$ cat config.mk
export PLATFORM = sky130hd
export DESIGN_NAME = instruction_fetch
export DESIGN_NICKNAME = d
export VERILOG_FILES = /design/src/rtl/instruction_fetch.sv
export SDC_FILE = /design/constraint.sdc
export NUM_CORES = 1
export LEC_CHECK = 0
export BUFFER_PORTS_ARGS = -buffer_cell sky130_fd_sc_hd__buf_2
export CELL_PAD_IN_SITES_DETAIL_PLACEMENT = 2
export CELL_PAD_IN_SITES_GLOBAL_PLACEMENT = 2
export CORE_MARGIN = 10
export CORE_UTILIZATION = 27
export CTS_CLUSTER_SIZE = 24
export DETAILED_ROUTE_END_ITERATION = 8
export PLACE_DENSITY = 0.8
export SLEW_MARGIN = 20
export SYNTH_ARGS = -nofsm -noshare
export SYNTH_HDL_FRONTEND = slang
export SYNTH_SLANG_ARGS = --single-unit
$ cat constraint.sdc
create_clock -name clk -period 3.1 [get_ports clk]
set_clock_uncertainty 0.2 [all_clocks]
set_input_delay 0.155 -clock clk [delete_from_list [all_inputs] [get_ports clk]]
set_output_delay 0.155 -clock clk [all_outputs]
set_load 0.03 [all_outputs]
$ cat src/rtl/instruction_fetch.sv
// Instruction fetch: owns the PC, issues one outstanding memory read at a time and
// hands each instruction with its PC to decode; honours redirects from branch resolution.
module instruction_fetch #(
  parameter logic [31:0] RESET_VECTOR = 32'h0000_0000
) (
  input  logic        clk,
  input  logic        reset_n,
  output logic        mem_request_valid,
  input  logic        mem_request_ready,
  output logic [31:0] mem_request_address,
  input  logic        mem_response_valid,
  input  logic [31:0] mem_response_data,
  output logic        instruction_valid,
  input  logic        instruction_ready,
  output logic [31:0] instruction,
  output logic [31:0] instruction_program_counter,
  input  logic        redirect_valid,
  input  logic [31:0] redirect_program_counter,
  output logic        fetch_misaligned_error
);

  localparam int unsigned XLEN = 32;

  typedef enum logic [1:0] {
    REQUEST       = 2'd0,
    WAIT_RESPONSE = 2'd1,
    HOLD          = 2'd2,
    ERROR         = 2'd3
  } state_t;

  state_t          state;
  logic [XLEN-1:0] pc;
  logic            discard;
  logic            misaligned_c;

  assign misaligned_c        = redirect_program_counter[1:0] != 2'b00;
  assign mem_request_address = pc;

  always_ff @(posedge clk) begin
    if (!reset_n) begin
      state                       <= REQUEST;
      pc                          <= RESET_VECTOR;
      discard                     <= 1'b0;
      mem_request_valid           <= 1'b1;
      instruction_valid           <= 1'b0;
      instruction                 <= '0;
      instruction_program_counter <= '0;
      fetch_misaligned_error      <= 1'b0;
    end else if (redirect_valid && state != ERROR && misaligned_c) begin
      // Bad target: stop fetching for good, any in-flight response is ignored
      state                  <= ERROR;
      discard                <= 1'b0;
      mem_request_valid      <= 1'b0;
      instruction_valid      <= 1'b0;
      fetch_misaligned_error <= 1'b1;
    end else begin
      case (state)
        REQUEST: begin
          if (redirect_valid) begin
            pc <= redirect_program_counter;
          end
          if (mem_request_ready) begin
            state             <= WAIT_RESPONSE;
            mem_request_valid <= 1'b0;
            // The accepted request fetched the old path
            if (redirect_valid) begin
              discard <= 1'b1;
            end
          end
        end
        WAIT_RESPONSE: begin
          if (redirect_valid) begin
            pc <= redirect_program_counter;
            if (mem_response_valid) begin
              state             <= REQUEST;
              mem_request_valid <= 1'b1;
              discard           <= 1'b0;
            end else begin
              discard <= 1'b1;
            end
          end else if (mem_response_valid) begin
            if (discard) begin
              state             <= REQUEST;
              mem_request_valid <= 1'b1;
              discard           <= 1'b0;
            end else begin
              state                       <= HOLD;
              instruction                 <= mem_response_data;
              instruction_program_counter <= pc;
              instruction_valid           <= 1'b1;
            end
          end
        end
        HOLD: begin
          if (redirect_valid) begin
            pc                <= redirect_program_counter;
            instruction_valid <= 1'b0;
            state             <= REQUEST;
            mem_request_valid <= 1'b1;
          end else if (instruction_ready) begin
            pc                <= pc + XLEN'(4);
            instruction_valid <= 1'b0;
            state             <= REQUEST;
            mem_request_valid <= 1'b1;
          end
        end
        default: begin
          mem_request_valid <= 1'b0;
          instruction_valid <= 1'b0;
        end
      endcase
    end
  end

endmodule
### After elaboration in Yosys (flattened, before gate mapping)

Cells that the tools add are included.

| operators by class | value |
|---|---|
| eq/ne operators | 15 |
| multipliers | 0 |
| reductions and logical operators | 15 |
| div/mod/pow operators | 0 |
| bitwise gates (word level) | 5 |
| multiplexer cells | 34 |
| shifts and indexed selects | 0 |
| add/sub/neg operators | 1 |
| order comparisons | 0 |

Operators by type and width:

| kind | number |
|---|---|
| $mux 32 | 3 |
| $pmux 32 s2 | 1 |
| $add 32x3->32 const B | 1 |
| $mux 1 | 18 |
| $mux 2 | 8 |
| $reduce_and 4->1 | 4 |
| $ne 2x2->1 const B | 6 |
| $ne 3x3->1 const B | 4 |
| $reduce_and 5->1 | 2 |
| $ne 4x4->1 const B | 2 |
| $pmux 1 s3 | 2 |
| $pmux 2 s3 | 1 |
| $reduce_bool 2->1 | 3 |
| $not 1->1 | 5 |
| $reduce_bool 4->1 | 1 |
| $reduce_or 2->1 | 2 |
| $eq 2x1->1 const B | 1 |
| $eq 2x2->1 const B | 1 |
| $logic_and 1x1->1 | 2 |
| $logic_not 2->1 | 1 |
| $ne 2x1->1 const B | 1 |
| $pmux 1 s2 | 1 |

| word-level totals | value |
|---|---|
| memories kept | 0 |
| ROM bits | 0 |
| bits in writable memories | 0 |
| flip-flop bits (word level) | 102 |
| word-level logic and storage cells | 78 |
| latch bits | 0 |
| bits of input ports | 70 |
| output and inout port bits | 99 |

### Longest topological paths before layout

Gate-level depths: netlist of the first run.

| depth | value |
|---|---|
| word-level depth | 5 |
| gate-level depth with buffers | 9 |
| gate-level depth less buffers | 7 |

### Worst setup path before layout of the first run

No wires, ideal clock.

| path | value |
|---|---|
| kind | register to register |
| start | register pc[2], in the netlist mem_request_address[2] |
| end | register pc[30], in the netlist mem_request_address[30] |
| path buffers | 0 |
| slack | 0.625 ns |
| period minus slack after synthesis | 2.475 ns |
| arrival time | 2.182 ns |
| setup time | 0.093 ns |
| required time | 2.807 ns |
| stages on the path, launching flop included | 7 |
| cell sequence | dfxtp_1 -> ha_1 -> nand3_1 -> or4_4 -> nor4_4 -> nand2_1 -> o311ai_2 |

| between the ends | value |
|---|---|
| longest elaborated chain between the ends | 4 |

Ends and longest elaborated chain:

| element | RTL line | RTL |
|---|---|---|
| start, declared | 32 | `logic [XLEN-1:0] pc;` |
| start signal, assigned | 60 | `pc <= redirect_program_counter;` |
| start signal, assigned | 73 | `pc <= redirect_program_counter;` |
| start signal, assigned | 96 | `pc <= redirect_program_counter;` |
| $add 32x3->32 | 101 | `pc <= pc + XLEN'(4);` |
| $mux 32 | 100 | `end else if (instruction_ready) begin` |
| $mux 32 | 95 | `if (redirect_valid) begin` |
| $pmux 32 s2 | 57 | `case (state)` |

No other way between the ends. The select of a mux whose other input is x is not followed.
A chain may end at the register's enable or synchronous reset.

### Worst setup path after layout of the first run

| path | value |
|---|---|
| start | register state[1] |
| end | register pc[27], in the netlist mem_request_address[27] |

| between the ends | value |
|---|---|
| longest elaborated chain between the ends | 5 |
| elaborated cells on any way between the ends | 13 |
| classes of those cells | eq/ne: 5; mux: 1; bitwise: 1; reduce/logical: 6 |

Ends and longest elaborated chain:

| element | RTL line | RTL |
|---|---|---|
| start, declared | 31 | `state_t state;` |
| start signal, assigned | 41 | `state <= REQUEST;` |
| start signal, assigned | 51 | `state <= ERROR;` |
| start signal, assigned | 63 | `state <= WAIT_RESPONSE;` |
| branches (longest 5 deep; another with $reduce_and 4->1) | n/a |  |

Parallel ways; which one is timed is not known.

==> results.md, run 1 <==
- Hold-critical path depth: 4
- Global-route wire length before repair: 35000 microns
- Final GP Congestion: 0.867
- Total routing usage reported by global routing: 19.6%
- Most common flop cell mapped by yosys: dfxtp_1
- Post-synthesis share of cell area spent on and, or, nand and nor gates: 27.2%
- Number of standard cells after synthesis: 593
- Fill cell count: 1900
- Nature of the critical path endpoint: register
- VDD IR max: 0.259 mV
- Internal cell power: 0.00268 W
- Power spent charging and discharging nets: 0.00162 W
- Most area-hungry cell type in the Yosys netlist: dfxtp_1
- CTS buffer count: 9
- Number of DRC markers after the initial detailed-route iteration: 249
- Clock network fraction of total power: 30.7%
- Number of global-route vias before repair: 6043
- Post-Synth Adder-Cell Area: 1.37%
- Final hold violations: 0
- Static leakage power: 2.71 nW
- Yosys synthesis warning count: 0
- Setup repair after global routing missed its margin: no
- Class of the worst hold path: input pin to register
- Port Buffers: 168
- XOR/XNOR Fraction of Synth Area: 0%
- Global routing usage on met3: 4.56%
- Post-synthesis average cell area: 7.69 sq um
- Worst rel slew slack: 42.3%
- Clock Root Buffer: clkbuf_16
- Final Critical Period: 2670 ps
- Minimum setup slack in the final design: 435 ps
- Main area contributors after synthesis: dfxtp_1 45%, nand2_1 14%, a21oi_1 8.6%
- TritonCTS clock tree: yes
- Commonest cells after routing, fill and taps aside: 172 x nand2_1, 168 x buf_2, 102 x dfxtp_1
- Kind of launch point of the worst setup path: register
- Unique masters post-synth: 57
- Largest net degree at the start of global routing: 44
- HPWL after detailed placement: 14900 microns
- Die boundary width: 150 microns
- Transition time at the pin with the least slew margin: 866 ps
- Outcome: complete, no violations
- Count of cells along the worst register-to-register path: 8
- Maximum clock rate: 0.375 GHz
- Final setup viols: 0
- Hold Crit Endpoint: mem_request_address[5]$_SDFFE_PN0P_
- Clock tree sinks: 102
- Number of nets in the synthesized netlist: 668
- Initial antenna violation count: 1
- Final max-slew violation count: 0
- Total setup buffers inserted after CTS: 0
- Cell with the biggest individual delay on the critical path: nor4_1
- Switching part of the total: 37.6%
- Largest family of logic cells by synthesized area: simple AND/OR/NAND/NOR gates
- Core outline area: 0.0166 sq mm
- Critical path launch point: state[1]$_SDFFE_PN0P_
- Fraction of the mapped netlist area in compound gates: 21.7%
- Total Neg Setup Slack: 0 ps
- Max stage delay on crit path: 490 ps
- Sequential cell area in the final layout: 0.00204 sq mm
- Share of cell area taken by muxes after synthesis: 0.686%
- Ordered cell list for the critical path: inv_1, ha_1, nor4_1, o21ai_1, buf_4, a22o_1, nand2_1, o311ai_0
- PD cells: 657 mW/mm^2
- Startpoint-to-endpoint class of the critical path: register to register
- Clock-pin slew of the registers on the worst-case setup and hold paths: 70 ps
- Ports placed on the boundary: 169
- Final Util: 39.5%
- DRT Wirelength: 22200 microns
- Register share of total power: 38.4%
- Worst setup timing slack at the placement stage: 493 ps
- Period utilization: 86.0%
- Reg2reg start: state[1]$_SDFFE_PN0P_
- Maximum number of buffers from clock root to sink: 2
- Fraction of post-synthesis cell area in the top cell type by area: 44.8%
- Most frequent standard cell in the layout excluding fill and tap cells: nand2_1
- Post-cts repair resize count: 0
- Global-route track usage on met1: 22.7%
- Global routing's busiest layer: met2
- Number of flops mapped to enable cells by yosys: 0
- Vias: 5288
- Flop-to-flop setup slack: 430 ps
- Synth-to-layout area growth: 43.7%
- Crit path required time: 3120 ps
- Worst reg2reg endpoint: mem_request_address[27]$_SDFFE_PN0P_
- Share of post-route cells with drive strength above 1: 25.9%
- Total number of H-tree levels: 3
- Share of synthesized flip-flops with an asynchronous set or reset: 0%
- Final Net Count: 877
- Site Rows: 47
- Die outline area: 0.0225 sq mm
- Per-cell routed wire length: 21.6 microns
- Grt total ovfl: 0
- CP Data Arrival Time: 2680 ps
- Number of design rule violations left after detail routing: 0
- Worst Min Path Start: redirect_program_counter[5]
- Initial core utilization: 27.5%
- Die span in y: 150 microns
- Register bit count reported by yosys: 102
- Number of maximum-capacitance violations: 0
- Vias per cell: 5.14
- Insertion delay to the later sink of the worst-skew pair: 350 ps
- Number of iterations in the first detailed-routing pass: 4
- Cell area after synthesis: 0.00456 sq mm
- Final antenna-violating net count: 0
- Met2 GRT Util: 35.5%
- Total area of multi-input combinational cells: 0.00233 sq mm
- Portion of the post-synthesis area used by sequential elements: 44.8%
- Portion of total power attributed to combinational logic: 30.9%
- Crit Path Max Fanout: 12
==> cell usage after synthesis (3+ instances only) <==
cell / instances
a211oi_1: 4
or3_1: 5
o21ai_0: 22
a21oi_1: 78
or4_1: 3
ha_1: 5
nor2b_1: 3
a31oi_1: 9
clkbuf_1: 33
inv_1: 8
a311oi_1: 4
a41oi_1: 4
nand4_1: 9
and2_1: 5
dfxtp_1: 102
nand2_1: 172
nor3_1: 5
nand3_1: 18
a22o_1: 7
buf_2: 6
nor2_1: 27
o211ai_1: 5
nor4_1: 6
and3_1: 4
a22oi_1: 7
o22ai_1: 3
==> kinds of logic (layout without fill, tap and decap cells) <==
family	after synthesis	in the layout
and+or+nand+nor	273	273
AOI/OAI and AO/OA	160	160
DFF	102	102
buffers and inverters	50	264
adders and majority gates	5	5
muxes	3	3
other	0	1
==> sequential cells by signal, indices dropped and copies added (netlist names) <==
name                         cells
instruction_program_counter     32
mem_request_valid                1
state                            2
instruction_valid                1
discard                          1
fetch_misaligned_error           1
instruction                     32
mem_request_address             32
==> worst max-delay path, delay by kind of cell, from the launching register on <==
kind	cells	cell delay [ps]
compound gates	3	710
simple gates	2	550
fa+ha+maj	1	310
buf+inv	2	400
flops	1	370
==> final cells by class <==
cell class	count	share of cell area [%]
inverters	9	0.516
clock buffers	10	3.49
clock inverters	6	1.66
repair buffers	239	23.4
diodes	1	0.0382
multi-input cells	441	35.6
well taps	220	4.20
flip-flops and latches	102	31.2
==> what timing repair did <==
action / 4_1_cts / 5_1_grt
setup endpoints to repair: 0 / 0
hold buffers: 58 / 0
hold endpoints to repair: 58 / 0
==> per-stage QoR <==
step / instances / instance area, sq um / total power [W] / hold slack, ps
4_1_cts: 1027 / 6550 / 0.00432 / 9.71
5_1_grt: 1028 / 6550 / 0.00454 / 37.5
6_report: 1028 / 6550 / 0.00430 / 5.80
3_3_place_gp: 953 / 5630 / 0.00286 / 196
2_1_floorplan: 593 / 4560 / 0.00244 / 91.0
3_5_place_dp: 953 / 5630 / 0.00293 / 205
==> layer usage <==
layer | share of wire, % | vias up
met5 | 0 | -
met4 | 1.0 | 0
met3 | 5.6 | 13
met2 | 52 | 139
met1 | 41 | 2636
li1 | - | 2500
==> worst max path at each step <==
stage,endpoint,slack [ps],depth (start not counted)
global route,mem_request_address[27]$_SDFFE_PN0P_,230,8
detailed placement,mem_request_address[27]$_SDFFE_PN0P_,490,8
global placement,mem_request_address[20]$_SDFFE_PN0P_,580,6
finish,mem_request_address[27]$_SDFFE_PN0P_,430,8
CTS,mem_request_address[26]$_SDFFE_PN0P_,460,8
floorplan,mem_request_address[30]$_SDFFE_PN0P_,620,6
==> power by group through the flow <==
stage          clock network (W)  logic, W  registers (W)
6_report                 0.00132   0.00133        0.00165
2_1_floorplan                  0  0.000585        0.00186
5_1_grt                  0.00140   0.00146        0.00168
4_1_cts                  0.00135   0.00132        0.00165
3_3_place_gp                   0   0.00120        0.00166
3_5_place_dp                   0   0.00126        0.00168
(Power assumes the default switching activity.)
==> run 2: changes to the inputs <==
==> constraint.sdc (replaced) <==
create_clock -name clk -period 3.1 [get_ports clk]
set_clock_uncertainty 0.2 [all_clocks]
set_input_delay 0.465 -clock clk [delete_from_list [all_inputs] [get_ports clk]]
set_output_delay 0.465 -clock clk [all_outputs]
set_load 0.03 [all_outputs]
==> run 2 against run 1 <==
Effect of this change: design area shrank 8.8%; non-clock buffer count shrank 58; largest cell class unchanged; count of clock-buffer cells in the layout is 1 lower; highest routed layer unchanged.
==> results.md, run 2 (synthesized netlist as in run 1, its figures left out) <==
- TritonCTS clock tree: yes
- HPWL after detailed placement: 15200 microns (+1.5%)
- Per-cell routed wire length: 20.9 microns (-3.4%)
- Total power: 0.00417 W (-3.2%)
- Total routing usage reported by global routing: 17.3% (-2.3 points)
- Nature of the critical path endpoint: register
- Initial core utilization: 27.5% (unchanged)
- Number of buffers added to fix hold violations after cts: 0 (-100%)
- Largest net degree at the start of global routing: 59 (+34%)
- Final hold violations: 0 (unchanged)
- Clock network fraction of total power: 30.2% (-0.5 points)
- Startpoint-to-endpoint class of the critical path: register to register
- Grt total ovfl: 0 (unchanged)
- Clock tree sinks: 102 (unchanged)
- CP Data Arrival Time: 2770 ps (+90 ps)
- Insertion delay to the later sink of the worst-skew pair: 350 ps (about the same)
- Share of post-route cells with drive strength above 1: 27.9% (+2.0 points)
- Synth-to-layout area growth: 31.1%
- PD cells: 697 mW/mm^2 (+6.1%)
- Power spent charging and discharging nets: 0.00160 W (-1.5%)
- Die boundary width: 150 microns (unchanged)
- Crit Path Max Fanout: 12 (unchanged)
- Port Buffers: 168 (unchanged)
- VDD IR max: 0.281 mV (+8.2%)
- Site Rows: 47 (unchanged)
- Vias per cell: 5.27 (+2.4%)
- Internal cell power: 0.00257 W (-4.2%)
- Most frequent standard cell in the layout excluding fill and tap cells: nand2_1
- Number of maximum-capacitance violations: 0 (unchanged)
- Final GP Congestion: 0.870 (+0.29%)
- Static leakage power: 2.47 nW (-9.1%)
- Die outline area: 0.0225 sq mm (unchanged)
- Final setup viols: 0 (unchanged)
- Worst rel slew slack: 39.8% (-2.4 points)
- Kind of launch point of the worst setup path: register
- Total number of H-tree levels: 3 (unchanged)
- CTS buffer count: 9 (unchanged)
- Total Neg Setup Slack: 0 ps (unchanged)
- Max stage delay on crit path: 500 ps (about the same)
- Clock-pin slew of the registers on the worst-case setup and hold paths: 80 ps (about the same)
- Maximum clock rate: 0.361 GHz (-3.7%)
- Minimum setup slack in the final design: 334 ps (-101 ps)
- DRT Wirelength: 20200 microns (-9.0%)
- Number of DRC markers after the initial detailed-route iteration: 316 (+27%)
- Number of antenna cells inserted: 0 (-1)
- Number of design rule violations left after detail routing: 0 (unchanged)
- Number of iterations in the first detailed-routing pass: 4 (unchanged)
- Setup repair after global routing missed its margin: no
- Period utilization: 89.2% (+3.3 points)
- Transition time at the pin with the least slew margin: 896 ps (+30.4 ps)
- Register share of total power: 39.6% (+1.2 points)
- Crit path required time: 3110 ps (about the same)
- Core outline area: 0.0166 sq mm (unchanged)
- Worst setup timing slack at the placement stage: 445 ps (-47.9 ps)
- Number of global-route vias before repair: 5501 (-9.0%)
- Final Critical Period: 2770 ps (+101 ps)
- Initial antenna violation count: 0 (-1)
- Clock Root Buffer: clkbuf_16
- Cell with the biggest individual delay on the critical path: nor4_1
- Commonest cells after routing, fill and taps aside: 172 x nand2_1, 168 x buf_2, 102 x dfxtp_1
- Class of the worst hold path: input pin to register
- Final antenna-violating net count: 0 (unchanged)
- Final hold slack: 150 ps (+144 ps)
- Maximum number of buffers from clock root to sink: 2 (unchanged)
- Die span in y: 150 microns (unchanged)
- Ordered cell list for the critical path: inv_1, ha_1, nor4_1, o21ai_1, buf_4, a22o_1, nand2_1, o311ai_0
- Portion of total power attributed to combinational logic: 30.1% (-0.8 points)
- Final max-slew violation count: 0 (unchanged)
- Final Net Count: 819 (-6.6%)
- Vias: 5099 (-3.6%)
- Post-cts repair resize count: 0 (unchanged)
- Ports placed on the boundary: 169 (unchanged)
- Switching part of the total: 38.3% (+0.66 points)
- Outcome: complete, no violations
- Global-route wire length before repair: 30900 microns (-12%)
- Total setup buffers inserted after CTS: 0 (unchanged)
[run 2: changes by cell type in the layout (fill, tap and decap cells not counted)]
cell | previous run | this run
buf_12 | 1 | 3
buf_4 | 12 | 10
bufinv_16 | 3 | 2
clkbuf_1 | 1 | 0
clkinv_2 | 2 | 0
clkinv_4 | 0 | 2
clkinvlp_4 | 0 | 1
diode_2 | 1 | 0
dlygate4sd3_1 | 58 | 0
inv_6 | 1 | 0
inv_8 | 0 | 1
[run 2: final cells by class]
type,instances,area (sq um)
Sequential cell,102,2040
Fill cell,1985,10600
Multi-Input combinational cell,441,2330
Tap cell,220,275
Timing Repair Buffer,181,976
Inverter,9,33.8
Clock buffer,9,225
Clock inverter,6,96.3
[run 2: power groups by stage]
stage,Sequential (W),Combinational (W),Clock (W)
2_1_floorplan,0.00186,0.000585,0
3_3_place_gp,0.00167,0.00121,0
3_5_place_dp,0.00168,0.00126,0
4_1_cts,0.00165,0.00127,0.00129
5_1_grt,0.00168,0.00138,0.00135
6_report,0.00165,0.00126,0.00126
[run 2: metrics by stage]
step / cells / cell area, sq um / utilization (%)
6_report: 968 / 5980 / 36.0
5_1_grt: 968 / 5980 / 36.0
3_5_place_dp: 953 / 5660 / 34.1
2_1_floorplan: 593 / 4560 / -
4_1_cts: 968 / 5980 / 36.0
3_3_place_gp: 953 / 5660 / 34.1
[run 2: worst max-delay path, delay by kind of cell (launching register included)]
| family | cells | cell delay (ps) |
|---|---|---|
| AOI/OAI and AO/OA | 3 | 770 |
| buffers and inverters | 2 | 400 |
| and+or+nand+nor | 2 | 560 |
| adders and majority gates | 1 | 310 |
| DFF | 1 | 370 |
[run 2: path summary, 6_finish.rpt]
kind              cells after the start                                           to  slack (ps)                                   startpoint
hold / removal                        3                 instruction[28]$_SDFFE_PN0P_         150                        mem_response_data[28]
setup reg to reg                      8         mem_request_address[27]$_SDFFE_PN0P_         330                        state[1]$_SDFFE_PN0P_
setup / recovery                      8         mem_request_address[27]$_SDFFE_PN0P_         330                        state[1]$_SDFFE_PN0P_
hold reg to reg                       2  instruction_program_counter[3]$_SDFFE_PN0P_         250  instruction_program_counter[3]$_SDFFE_PN0P_
[run 2: metal layers]
metal	GRT usage, %	part of all wire [%]	vias up
li1	-	-	2381
met1	20.5	43	2561
met2	30.1	50	137
met3	4.08	6.0	20
met4	5.15	1.5	0
met5	0	0	-
